## src/rtl/room_occupancy_ctrl.sv

```systemverilog
// Doorway beam-pair sequencer with saturating occupancy count.
// Synchronises and debounces both beams, then decodes walk-through order.
module room_occupancy_ctrl #(
    parameter int CW              = 5,
    parameter int MAX_COUNT       = 31,
    parameter int DEBOUNCE_CYCLES = 4,
    parameter int TIMEOUT_CYCLES  = 1000
) (
    input  logic          clk,
    input  logic          rst_n,
    input  logic          sensor_out,
    input  logic          sensor_in,
    input  logic          clear,
    output logic [CW-1:0] count,
    output logic          occupied,
    output logic          full,
    output logic          entry_pulse,
    output logic          exit_pulse,
    output logic          seq_error
);

    localparam int DW = $clog2(DEBOUNCE_CYCLES + 1);
    localparam int TW = $clog2(TIMEOUT_CYCLES);

    typedef enum logic [2:0] {
        IDLE, E1, E2, E3, X1, X2, X3, WAIT_CLR
    } state_t;

    state_t         state, state_nxt;
    logic [1:0]     sync0, sync1, filt;
    logic [DW-1:0]  db_cnt [2];
    logic [1:0]     pair, pair_q;
    logic [TW-1:0]  tcnt;
    logic           active, changed, timeout;
    logic           commit_entry, commit_exit, err_nxt;

    // Index 1 is the corridor-side beam, index 0 the room-side beam.
    always_ff @(posedge clk or negedge rst_n) begin
        if (!rst_n) begin
            sync0 <= '0;
            sync1 <= '0;
        end else begin
            sync0 <= {sensor_out, sensor_in};
            sync1 <= sync0;
        end
    end

    always_ff @(posedge clk or negedge rst_n) begin
        if (!rst_n) begin
            filt      <= '0;
            db_cnt[0] <= '0;
            db_cnt[1] <= '0;
        end else begin
            for (int k = 0; k < 2; k++) begin
                if (sync1[k] == filt[k]) begin
                    db_cnt[k] <= '0;
                end else if (db_cnt[k] == DW'(DEBOUNCE_CYCLES - 1)) begin
                    filt[k]   <= sync1[k];
                    db_cnt[k] <= '0;
                end else begin
                    db_cnt[k] <= db_cnt[k] + 1'b1;
                end
            end
        end
    end

    assign pair    = filt;
    assign changed = (pair != pair_q);
    assign active  = (state != IDLE) && (state != WAIT_CLR);
    assign timeout = active && (tcnt == TW'(TIMEOUT_CYCLES - 1));

    always_ff @(posedge clk or negedge rst_n) begin
        if (!rst_n) begin
            pair_q <= '0;
            tcnt   <= '0;
        end else begin
            pair_q <= pair;
            if (!active || changed) tcnt <= '0;
            else                    tcnt <= tcnt + 1'b1;
        end
    end

    always_ff @(posedge clk or negedge rst_n) begin
        if (!rst_n) state <= IDLE;
        else        state <= state_nxt;
    end

    always_comb begin
        state_nxt = state;
        if (timeout) begin
            state_nxt = WAIT_CLR;
        end else begin
            unique case (state)
                IDLE: begin
                    if (pair == 2'b10)      state_nxt = E1;
                    else if (pair == 2'b01) state_nxt = X1;
                    else if (pair == 2'b11) state_nxt = WAIT_CLR;
                end
                E1: begin
                    if (pair == 2'b11)      state_nxt = E2;
                    else if (pair == 2'b00) state_nxt = IDLE;
                end
                E2: begin
                    if (pair == 2'b01)      state_nxt = E3;
                    else if (pair == 2'b10) state_nxt = E1;
                    else if (pair == 2'b00) state_nxt = IDLE;
                end
                E3: begin
                    if (pair == 2'b00)      state_nxt = IDLE;
                    else if (pair == 2'b11) state_nxt = E2;
                end
                X1: begin
                    if (pair == 2'b11)      state_nxt = X2;
                    else if (pair == 2'b00) state_nxt = IDLE;
                end
                X2: begin
                    if (pair == 2'b10)      state_nxt = X3;
                    else if (pair == 2'b01) state_nxt = X1;
                    else if (pair == 2'b00) state_nxt = IDLE;
                end
                X3: begin
                    if (pair == 2'b00)      state_nxt = IDLE;
                    else if (pair == 2'b11) state_nxt = X2;
                end
                WAIT_CLR: begin
                    if (pair == 2'b00)      state_nxt = IDLE;
                end
                default: state_nxt = IDLE;
            endcase
        end
    end

    always_comb begin
        commit_entry = (state == E3) && (state_nxt == IDLE);
        commit_exit  = (state == X3) && (state_nxt == IDLE);
        err_nxt      = ((state == IDLE) && (pair == 2'b11)) || timeout;
    end

    always_ff @(posedge clk or negedge rst_n) begin
        if (!rst_n) begin
            count       <= '0;
            entry_pulse <= 1'b0;
            exit_pulse  <= 1'b0;
            seq_error   <= 1'b0;
        end else begin
            entry_pulse <= commit_entry;
            exit_pulse  <= commit_exit;
            seq_error   <= err_nxt;
            // Clear wins over a same-cycle commit; the strobe still fires.
            if (clear)
                count <= '0;
            else if (commit_entry && (count < CW'(MAX_COUNT)))
                count <= count + 1'b1;
            else if (commit_exit && (count != '0))
                count <= count - 1'b1;
        end
    end

    assign occupied = (count != '0);
    assign full     = (count == CW'(MAX_COUNT));

endmodule
```

## config.mk

```make
export PLATFORM = sky130hd
export DESIGN_NAME = room_occupancy_ctrl
export DESIGN_NICKNAME = d
export VERILOG_FILES = /design/src/rtl/room_occupancy_ctrl.sv
export SDC_FILE = /design/constraint.sdc
export NUM_CORES = 1
export LEC_CHECK = 0
export CAP_MARGIN = 40
export CORE_ASPECT_RATIO = 0.75
export CORE_MARGIN = 10
export CORE_UTILIZATION = 40
export DETAILED_ROUTE_END_ITERATION = 8
export PLACE_DENSITY_LB_ADDON = 0.05
export SLEW_MARGIN = 20
export SYNTH_ARGS = -nofsm -noshare
export SYNTH_HDL_FRONTEND = slang
export SYNTH_SLANG_ARGS = --single-unit
```

## constraint.sdc

```tcl
create_clock -name clk -period 8.3 [get_ports clk]
set_input_delay 2.49 -clock clk [delete_from_list [all_inputs] [get_ports clk]]
set_output_delay 2.49 -clock clk [all_outputs]
set_load 0.02 [all_outputs]
```

# Yosys cells after proc, flatten, opt, wreduce, memory -nomap -nowiden
# Cells that the tools add are included.
# classes
addsub	5
eq_ne	18
reduce_logical	18
mux	24
bitwise_logic	2
order_cmp	1
# ops
cell	n
3-bit 2-to-1 mux	19
3-bit case mux with 8 select lines	1
5-bit 2-to-1 mux	3
3-bit by 2-bit equality test with 1-bit output (second input constant)	4
3-bit equality test (second input constant)	4
10-bit by 1-bit adder with 10-bit output (second input constant)	1
10-bit equality test (second input constant)	1
10-bit 2-to-1 mux	1
1-bit logical AND	7
3-bit by 1-bit adder with 3-bit output (second input constant)	2
3-bit zero test	2
3-bit nonzero test	2
5-bit by 1-bit adder with 5-bit output (second input constant)	1
5-bit equality test (second input constant)	1
5-bit < comparator (second input constant)	1
5-bit nonzero test	1
5-bit by 1-bit subtractor with 5-bit output (second input constant)	1
2-bit equality test (second input constant)	2
2-bit AND reduction	2
3-bit by 1-bit equality test with 1-bit output (second input constant)	1
3-bit != test (second input constant)	1
1-bit equality test	2
2-bit by 1-bit equality test with 1-bit output (second input constant)	1
2-bit zero test	1
4 further kinds	6
# totals
wordCells	81
inputBits	5
reg_bits	35
out_inout_bits	10

# Longest topological paths before layout
# Gate-level depths: netlist of the first run.
# depth
ltp_word	12
ltp_mapped	12
depth_no_buf	12

# Least setup slack after synthesis of the first run
# Ideal clock, no wire load.
# synth_timing
kind	flip-flop to output port
from	register count[0]
to	output port full
t_required_ps	5810
n_path_buf	0
path_stages_with_launch	3
arrival_ps	1068
path_slack_ps	4742
path_cell_list	dfrtp_1 -> nand2_1 -> nor2_1
# synth_between
elab_chain_cells	1
# synth_rtl
item	line	text
from (decl)	14	output logic [CW-1:0] count,
from (signal assigned)	153	count <= count + 1'b1;
from (signal assigned)	155	count <= count - 1'b1;
5-bit equality test	160	assign full = (count == CW'(MAX_COUNT));
to (decl)	16	output logic full,
# Every way passes these cells.

# Worst setup path in the final report of the first run
# Same ends and word-level chain as after synthesis.

==> results of run 1 <==
## worst max path at each step
| stage | slack [ps] | cells past startpoint | endpoint | startpoint |
|---|---|---|---|---|
| 6_report | 4040 | 3 | full | count[0] |
| 5_1_grt | 3860 | 3 | full | count[4] |
| 4_1_cts | 4000 | 3 | full | count[0] |
| 3_5_place_dp | 4330 | 3 | full | count[0] |
| 3_3_place_gp | 4360 | 3 | full | count[0] |
| 2_1_floorplan | 4740 | 2 | full | count[0] |
## layout make-up
type	count	area share, %
Clock buffer	6	3.56
Inverter	4	0.737
Multi-Input combinational cell	124	42.1
Sequential cell	35	43.0
Tap cell	55	3.38
Timing Repair Buffer	15	7.25
## through the flow
stage | instance area, µm² | setup WS, ps | util [%] | hold WS (ps)
after floorplan | 1770 | 4740 | - | 331
after global placement | 1960 | 4360 | 47.3 | 335
after detailed placement | 1960 | 4330 | 47.3 | 335
after CTS | 2040 | 4000 | 49.0 | 349
after global routing | 2040 | 3860 | 49.0 | 363
final | 2040 | 4040 | 49.0 | 347
## sequential cells by signal, indices dropped and copies added (netlist names)
name and count:
tcnt 10, filt 2, state 3, sync1 2
count 5, exit_pulse 1, entry_pulse 1, sync0 2
seq_error 1, pair_q 2, db_cnt 6
## power groups by stage
stage,Sequential (mW),Combinational [mW],Clock [mW]
after detailed placement,0.254,0.226,0
after floorplan,0.239,0.183,0
after global routing,0.259,0.251,0.123
after global placement,0.251,0.222,0
after CTS,0.251,0.227,0.113
final,0.251,0.225,0.108
## cell families (layout without fill, tap and decap cells)
family,count (synthesis),in the layout,share of synthesized area [%]
AO/OA/AOI/OAI,28,28,11.4
flip-flops,35,35,49.4
AND/OR/NAND/NOR,72,72,22.7
adder cells (fa/ha/maj),7,7,5.36
XOR/XNOR,14,14,6.92
multiplexers,3,3,1.91
buffers and inverters,8,25,2.26
## layout by cell type (no fill, tap or decap), types with 2 or more instances in the layout
| cell type | n |
|---|---|
| o21ai_0 | 4 |
| nor3_1 | 5 |
| o21a_1 | 2 |
| nor3b_1 | 5 |
| dfrtp_1 | 35 |
| nor2_1 | 20 |
| o211ai_1 | 2 |
| inv_1 | 4 |
| a21oi_1 | 6 |
| a21o_1 | 2 |
| xor2_1 | 3 |
| nand3_1 | 6 |
| clkbuf_8 | 5 |
| xnor2_1 | 11 |
| and2_1 | 2 |
| o31ai_1 | 2 |
| nand2b_1 | 2 |
| ha_1 | 6 |
| a31oi_1 | 2 |
| nand4_1 | 4 |
| and3_1 | 2 |
| nor2b_1 | 4 |
| mux2_2 | 2 |
| nand2_1 | 11 |
| clkdlybuf4s50_1 | 14 |
| or3_1 | 2 |
## worst max-delay path, stage by stage, from the launching register on
cell and delay (ps):
dfrtp_1 470, nand2_1 80, nor2_1 280, clkdlybuf4s50_1 670
## routing by layer
| metal | global-route usage (%) | up-vias | share of wire, % |
|---|---|---|---|
| li1 | - | 636 | - |
| met1 | 11.5 | 629 | 48 |
| met2 | 14.3 | 29 | 47 |
| met3 | 3.45 | 3 | 5.3 |
| met4 | 3.68 | 0 | 0.42 |
| met5 | 0 | - | 0 |
==> run metrics, run 1 <==
Seq/Total Area, Yosys approximately 49%; post-synth top area cell dfrtp_1; Net Sw Frac a little under two fifths; drt pass-1 iters 4; clock-pin slew on the worst setup and hold paths 70 ps; Worst Skew 6.64 ps; flop2flop setup slack 5050 ps; Leak ~0.85 nW; yosys warns 0; minimum clock period 4260 ps; Die Height between 70 and 80 µm; RD Place Congestion 0.827; HP Start sync0[1]; syn_nets 179; DR WL/cell 13.9 µm; Final Hold Fails 0; Seq cells post-synth 35; number of synthesized flops with an enable pin 0; internal power 0.363 mW; clock sinks 35; Synth area leaders dfrtp_1, xnor2_1, ha_1; number of fill cells roughly 370; R2R depth 11; Yosys top cell area share 49.4%; via total after detailed routing 1297; worst hold path endpoint sync1[1]; status complete, no violations; Slew HR 60.4%; Sequential Area 876 µm²; final setup violating endpoints 0; Max Cap Violations 0; total power 0.584 mW; worst flop-to-flop path startpoint filt[1]; routed wire length 3.33 mm; Sequential Power Share between 40% and 50%; Comb power frac 38.5%; count leader, synth dfrtp_1; Crit. End Element output pin; H-tree Lvls 2; layout cells sized above 1 7.61%; Port Buffers 14; CTS tree yes; vias in the first global route 1262; NetSw 0.220 mW; post-CTS sizing 0; total gr overflow 0; Tot GR Track Use about 9%; DRC 0; Hold Path Cell Cnt 0; Async SR Flop Fraction 100%; CTS root buffer clkbuf_8; terminus of the critical flop-to-flop path count[4]; Multi-input gate area about 860 µm²; initial antenna violation count 0; Clk network pwr share 18.5%; cell count after synthesis 167; die width 96.9 µm; unrepaired setup endpoints after global routing no; WP data required 5810 ps; Detailed Place HPWL 2.44 mm; part of the cycle the worst path needs 51.4%; ys flop type dfrtp_1; actual slew at the worst max-slew pin 587 ps; Hold WC Path Type reg2reg; Antenna diodes 0; Distinct cells, synth 46; Max Freq 234 MHz; number of placement rows 20; TritonCTS Buffers 5; Detail Route Antenna Nets 0; Final nets 197; WP data arrival between 1500 and 2000 ps; PwrDens 286 nW/µm²; Clock Latency Late Sink 270 ps; critical setup path kind reg2out; clock buffer depth 2; top cells by count, synth dfrtp_1, nor2_1, nand2_1, xnor2_1; CTS Hold Buffers Added 0; setup TNS 0 ps; Non-Filler Instances 239; syn_area_per_cell around 11 µm²; Mapped Area between 1500 and 2000 µm²; core footprint 4150 µm²; Slew Viols, Final 0; VDD IR-drop max 0.000131 V; peak fanout along the critical path 7; number of DRC markers in iteration 0 85; first-pass GRT wire length around 5.9 mm; detail-routed via count per cell 5.43; I/O pins 15; total setup buffers inserted after CTS 0; area delta synth->final 14.9%; maximum number of pins on one net before global-route repair 36; DIE AREA 7520 µm²; DP Cell Count 233; Critical Path Start Type register; Initial Utilization a little over two fifths
No activity file was read; power rests on OpenSTA's default activity.
==> run 2, diff against run 1 <==
- clock period: 8.3 -> 4.4 ns (I/O delays scaled with it)
==> run metrics, run 2 (synthesis results as in run 1) <==
status complete, no violations; routed wire length 3.38 mm; Tot GR Track Use 9.38%; commonest non-fill, non-tap cell in the layout dfrtp_1; clock-pin slew on the worst setup and hold paths 70 ps; actual slew at the worst max-slew pin ~500 ps; maximum number of pins on one net before global-route repair 20; Largest register FFs 10; critical path's largest stage delay 680 ps; Worst path slowest cell clkdlybuf4s50_1; Hold WC Path Type reg2reg; number of fill cells 388; total setup buffers inserted after CTS 0; HP Start sync0[0]; I/O pins 15; H-tree Lvls 2; die width ~97 µm; Crit. End Element output pin; WP data arrival 1820 ps; Die Height 77.7 µm; Max Cap Violations 0; number of DRC markers in iteration 0 46; Final nets 198; WP data required 3080 ps; drt pass-1 iters 4; crit path launch count[0]; Slew Viols, Final 0; Final Util 49.6%; Port Buffers 14; core footprint around 4200 µm²; Leak 0.862 nW; setup TNS 0 ps; Hold Path Cell Cnt 0; crit path cell chain nand2_1 > nor2_1 > clkdlybuf4s50_1; Critical Path Start Type register; PwrDens 545 nW/µm²; TritonCTS Buffers 5; clock sinks 35; clock buffer depth 2; total gr overflow 0; Antenna diodes 0; final setup violating endpoints 0; via total after detailed routing between 1000 and 1500; area delta synth->final 16.2%; Clock Latency Late Sink 290 ps; RD Place Congestion 0.884; commonest cells after routing, fill and taps aside dfrtp_1, nor2_1, clkdlybuf4s50_1; peak fanout along the critical path 7; Detailed Place HPWL 2.51 mm; layout cells sized above 1 9.09%; VDD IR-drop max 0.000210 V; Detail Route Antenna Nets 0; Largest Register tcnt; Initial Utilization a little over two fifths; Max Freq approximately 320 MHz; Sequential Area 876 µm²; initial antenna violation count 0; CTS root buffer clkbuf_8; part of the cycle the worst path needs 71.4%; unrepaired setup endpoints after global routing no; Largest regs tcnt (10), db_cnt (6), count (5); CTS tree yes; minimum clock period 3140 ps; Worst Skew 4.96 ps; DRC 0; R2R depth 11; Final Hold Fails 0; DR WL/cell approximately 14 µm; critical setup path kind reg2out; number of placement rows 20; Slew HR 66.5%; vias in the first global route 1288; detail-routed via count per cell 5.31; first-pass GRT wire length between 5 and 6 mm; CTS Hold Buffers Added 0; Multi-input gate area 857 µm²; worst flop-to-flop path startpoint filt[1]; post-CTS sizing 0; final hold slack 350 ps; DIE AREA 7520 µm²
==> run 2: cell count changes in the layout (fill, tap and decap cells not counted), sizes merged <==
cell	delta
buf	+1
clkinv	+1
clkinvlp	+1
==> run 2: area by class of cell <==
cell class / instances / area share, %
Clock buffer: 6 / 3.52
Clock inverter: 2 / 0.607
Timing Repair Buffer: 16 / 7.71
Sequential cell: 35 / 42.5
Inverter: 4 / 0.729
Tap cell: 55 / 3.34
Multi-Input combinational cell: 124 / 41.6
==> run 2: power breakdown <==
group	switching [mW]	internal, mW	total [mW]	leakage [nW]
Clock	0.111	0.110	0.221	0.0412
Sequential	0.0890	0.386	0.475	0.462
Combinational	0.232	0.195	0.426	0.359
==> run 2: path summary, 6_finish.rpt <==
check,end,slack (ps)
hold / removal,sync1[0],350
setup reg to reg,count[4],1260
max in group asynchronous,pair_q[0],2700
min in group asynchronous,db_cnt[5],1230
setup / recovery,full,1260
hold reg to reg,sync1[0],350
==> run 2: per-stage QoR <==
| stage | setup slack [ps] | area, µm² | power [mW] | cells |
|---|---|---|---|---|
| 6_report | 1260 | 2060 | 1.12 | 242 |
| 5_1_grt | 1030 | 2060 | 1.21 | 242 |
| 4_1_cts | 1240 | 2050 | 1.13 | 241 |
| 3_5_place_dp | 1310 | 1960 | 0.906 | 233 |
| 3_3_place_gp | 1500 | 1960 | 0.895 | 233 |
| 2_1_floorplan | 1630 | 1770 | 0.795 | 167 |
==> run 2: worst max-delay path: cells and delay by family, from the launching register on <==
family	cells	cell delay (ps)
buf+inv	1	680
simple gates	2	380
flops	1	480
==> run 2: routing by layer <==
| metal | GRT usage [%] | routed length (µm) | share of wire [%] |
|---|---|---|---|
| met1 | 11.1 | 1640 | 48 |
| met2 | 14.5 | 1510 | 45 |
| met3 | 3.36 | 173 | 5.1 |
| met4 | 5.29 | 60 | 1.8 |
| met5 | 0 | 0 | 0 |
==> run 3, diff against run 2 <==
- clock period: 4.4 -> 3.1 ns (I/O delays scaled with it)
==> run metrics, run 3 (synthesis results as in run 1) <==
CTS Hold Buffers Added 0; number of placement rows 20; part of the cycle the worst path needs 91.5%; Multi-input gate area 872 µm²; core footprint 4150 µm²; unrepaired setup endpoints after global routing no; RD Place Congestion roughly 0.83; Clk network pwr share between 15 and 20%; Max Cap Violations 0; crit path cell chain nor3b_1 > a32o_1 > a31o_2 > nor2_2 > nand2_2 > fa_1 > a21o_1 > a21oi_2 > nor3b_1 > nand4_1 > o2111ai_1; H-tree Lvls 2; flop2flop setup slack between 200 and 300 ps; internal power 1.02 mW; Largest register FFs 10; via total after detailed routing approximately 1300; commonest cells after routing, fill and taps aside dfrtp_1, nor2_1, clkdlybuf4s50_1; NetSw 0.620 mW; actual slew at the worst max-slew pin 553 ps; vias in the first global route approximately 1200; DP Cell Count around 240; Slew Viols, Final 0; Largest regs tcnt (10), db_cnt (6), count (5); VDD IR-drop max 0.000305 V; Sequential Area about 880 µm²; peak fanout along the critical path 7; WP data arrival ~3000 ps; Final Hold Fails 0; Worst Skew 2.57 ps; PwrDens 788 nW/µm²; worst flop-to-flop path startpoint filt[0]; CTS root buffer clkbuf_8; total gr overflow 0; DIE AREA between 7000 and 8000 µm²; area delta synth->final 17.5%; Detailed Place HPWL between 2 and 3 mm; Largest Register tcnt; WP data required 3290 ps; HP Start sync0[1]; Critical Path Start Type register; R2R depth 11; Tot GR Track Use 9.42%; first-pass GRT wire length 5.83 mm; Non-Filler Instances ~240; number of DRC markers in iteration 0 68; Initial Utilization 42.7%; Net Sw Frac 37.8%; number of fill cells ~400; clock sinks 35; layout cells sized above 1 12.3%; CTS tree yes; terminus of the critical flop-to-flop path count[4]; TritonCTS Buffers 5; routed wire length 3.47 mm; Die Height 77.7 µm; Critical path buffers and inverters 0; Crit. End Element register; Antenna diodes 0; DR WL/cell 14.4 µm; Clock Latency Late Sink 280 ps; critical path's largest stage delay 460 ps; Hold Path Cell Cnt 0; setup TNS 0 ps; Detail Route Antenna Nets 0; Final Util approximately half; Port Buffers 14; maximum number of pins on one net before global-route repair 36; Final nets approximately 200; Worst path slowest cell dfrtp_1; minimum clock period approximately 2800 ps; critical setup path kind reg2reg; I/O pins 15; detail-routed via count per cell 5.38; Hold WC Path Type reg2reg; drt pass-1 iters 4; Leak 0.872 nW; Crit path top cell by count nor3b_1; Comb power frac roughly two fifths; DRC 0; clock buffer depth 2; Max Freq about 350 MHz; Slew HR between 60 and 70%; status complete, no violations; initial antenna violation count 0; die width 96.9 µm; final setup violating endpoints 0; worst hold path endpoint sync1[1]; CP top delay family compound AO/OA/AOI/OAI gates; clock-pin slew on the worst setup and hold paths 70 ps; Sequential Power Share 39.7%; commonest non-fill, non-tap cell in the layout dfrtp_1
run 3: metal layers:
layer	GRT usage (%)	routed length [µm]
met1	11.5	1670
met2	14.1	1540
met3	3.89	206
met4	4.41	52
met5	0	0
run 3: final cells by class:
type	instances	share of cell area, %
Tap cell	55	3.30
Timing Repair Buffer	17	7.81
Inverter	4	0.721
Multi-Input combinational cell	124	41.9
Sequential cell	35	42.1
Clock buffer	6	3.96
Clock inverter	1	0.240
run 3: power groups by stage:
stage / combinational, mW / sequential (mW) / clock (mW)
finish: 0.666 / 0.652 / 0.324
global route: 0.743 / 0.668 / 0.357
global placement: 0.638 / 0.650 / 0
detailed placement: 0.659 / 0.657 / 0
floorplan: 0.489 / 0.640 / 0
CTS: 0.661 / 0.650 / 0.336
run 3: how the worst max path moves through the flow:
stage,from,endpoint,slack [ps],cells past startpoint
after floorplan,filt[1],count[4],330,12
after global placement,state[2],count[4],250,11
after detailed placement,state[2],count[4],90,11
after CTS,state[2],count[4],60,11
after global routing,filt[0],count[4],90,11
final,filt[0],count[4],260,11
run 3: metrics by stage:
step                      hold WS [ps]  cell area [µm²]  power [mW]  setup WS, ps
after floorplan                    331             1770        1.13           333
after global placement             333             1980        1.29           249
after detailed placement           335             1980        1.32          87.5
after CTS                          350             2070        1.65          57.7
after global routing               362             2080        1.77          85.7
final                              347             2080        1.64           264
run 3: timing repair:
action	in CTS	in global routing
setup buffers	0	0
gates resized for setup	0	5
setup endpoints to repair	0	2
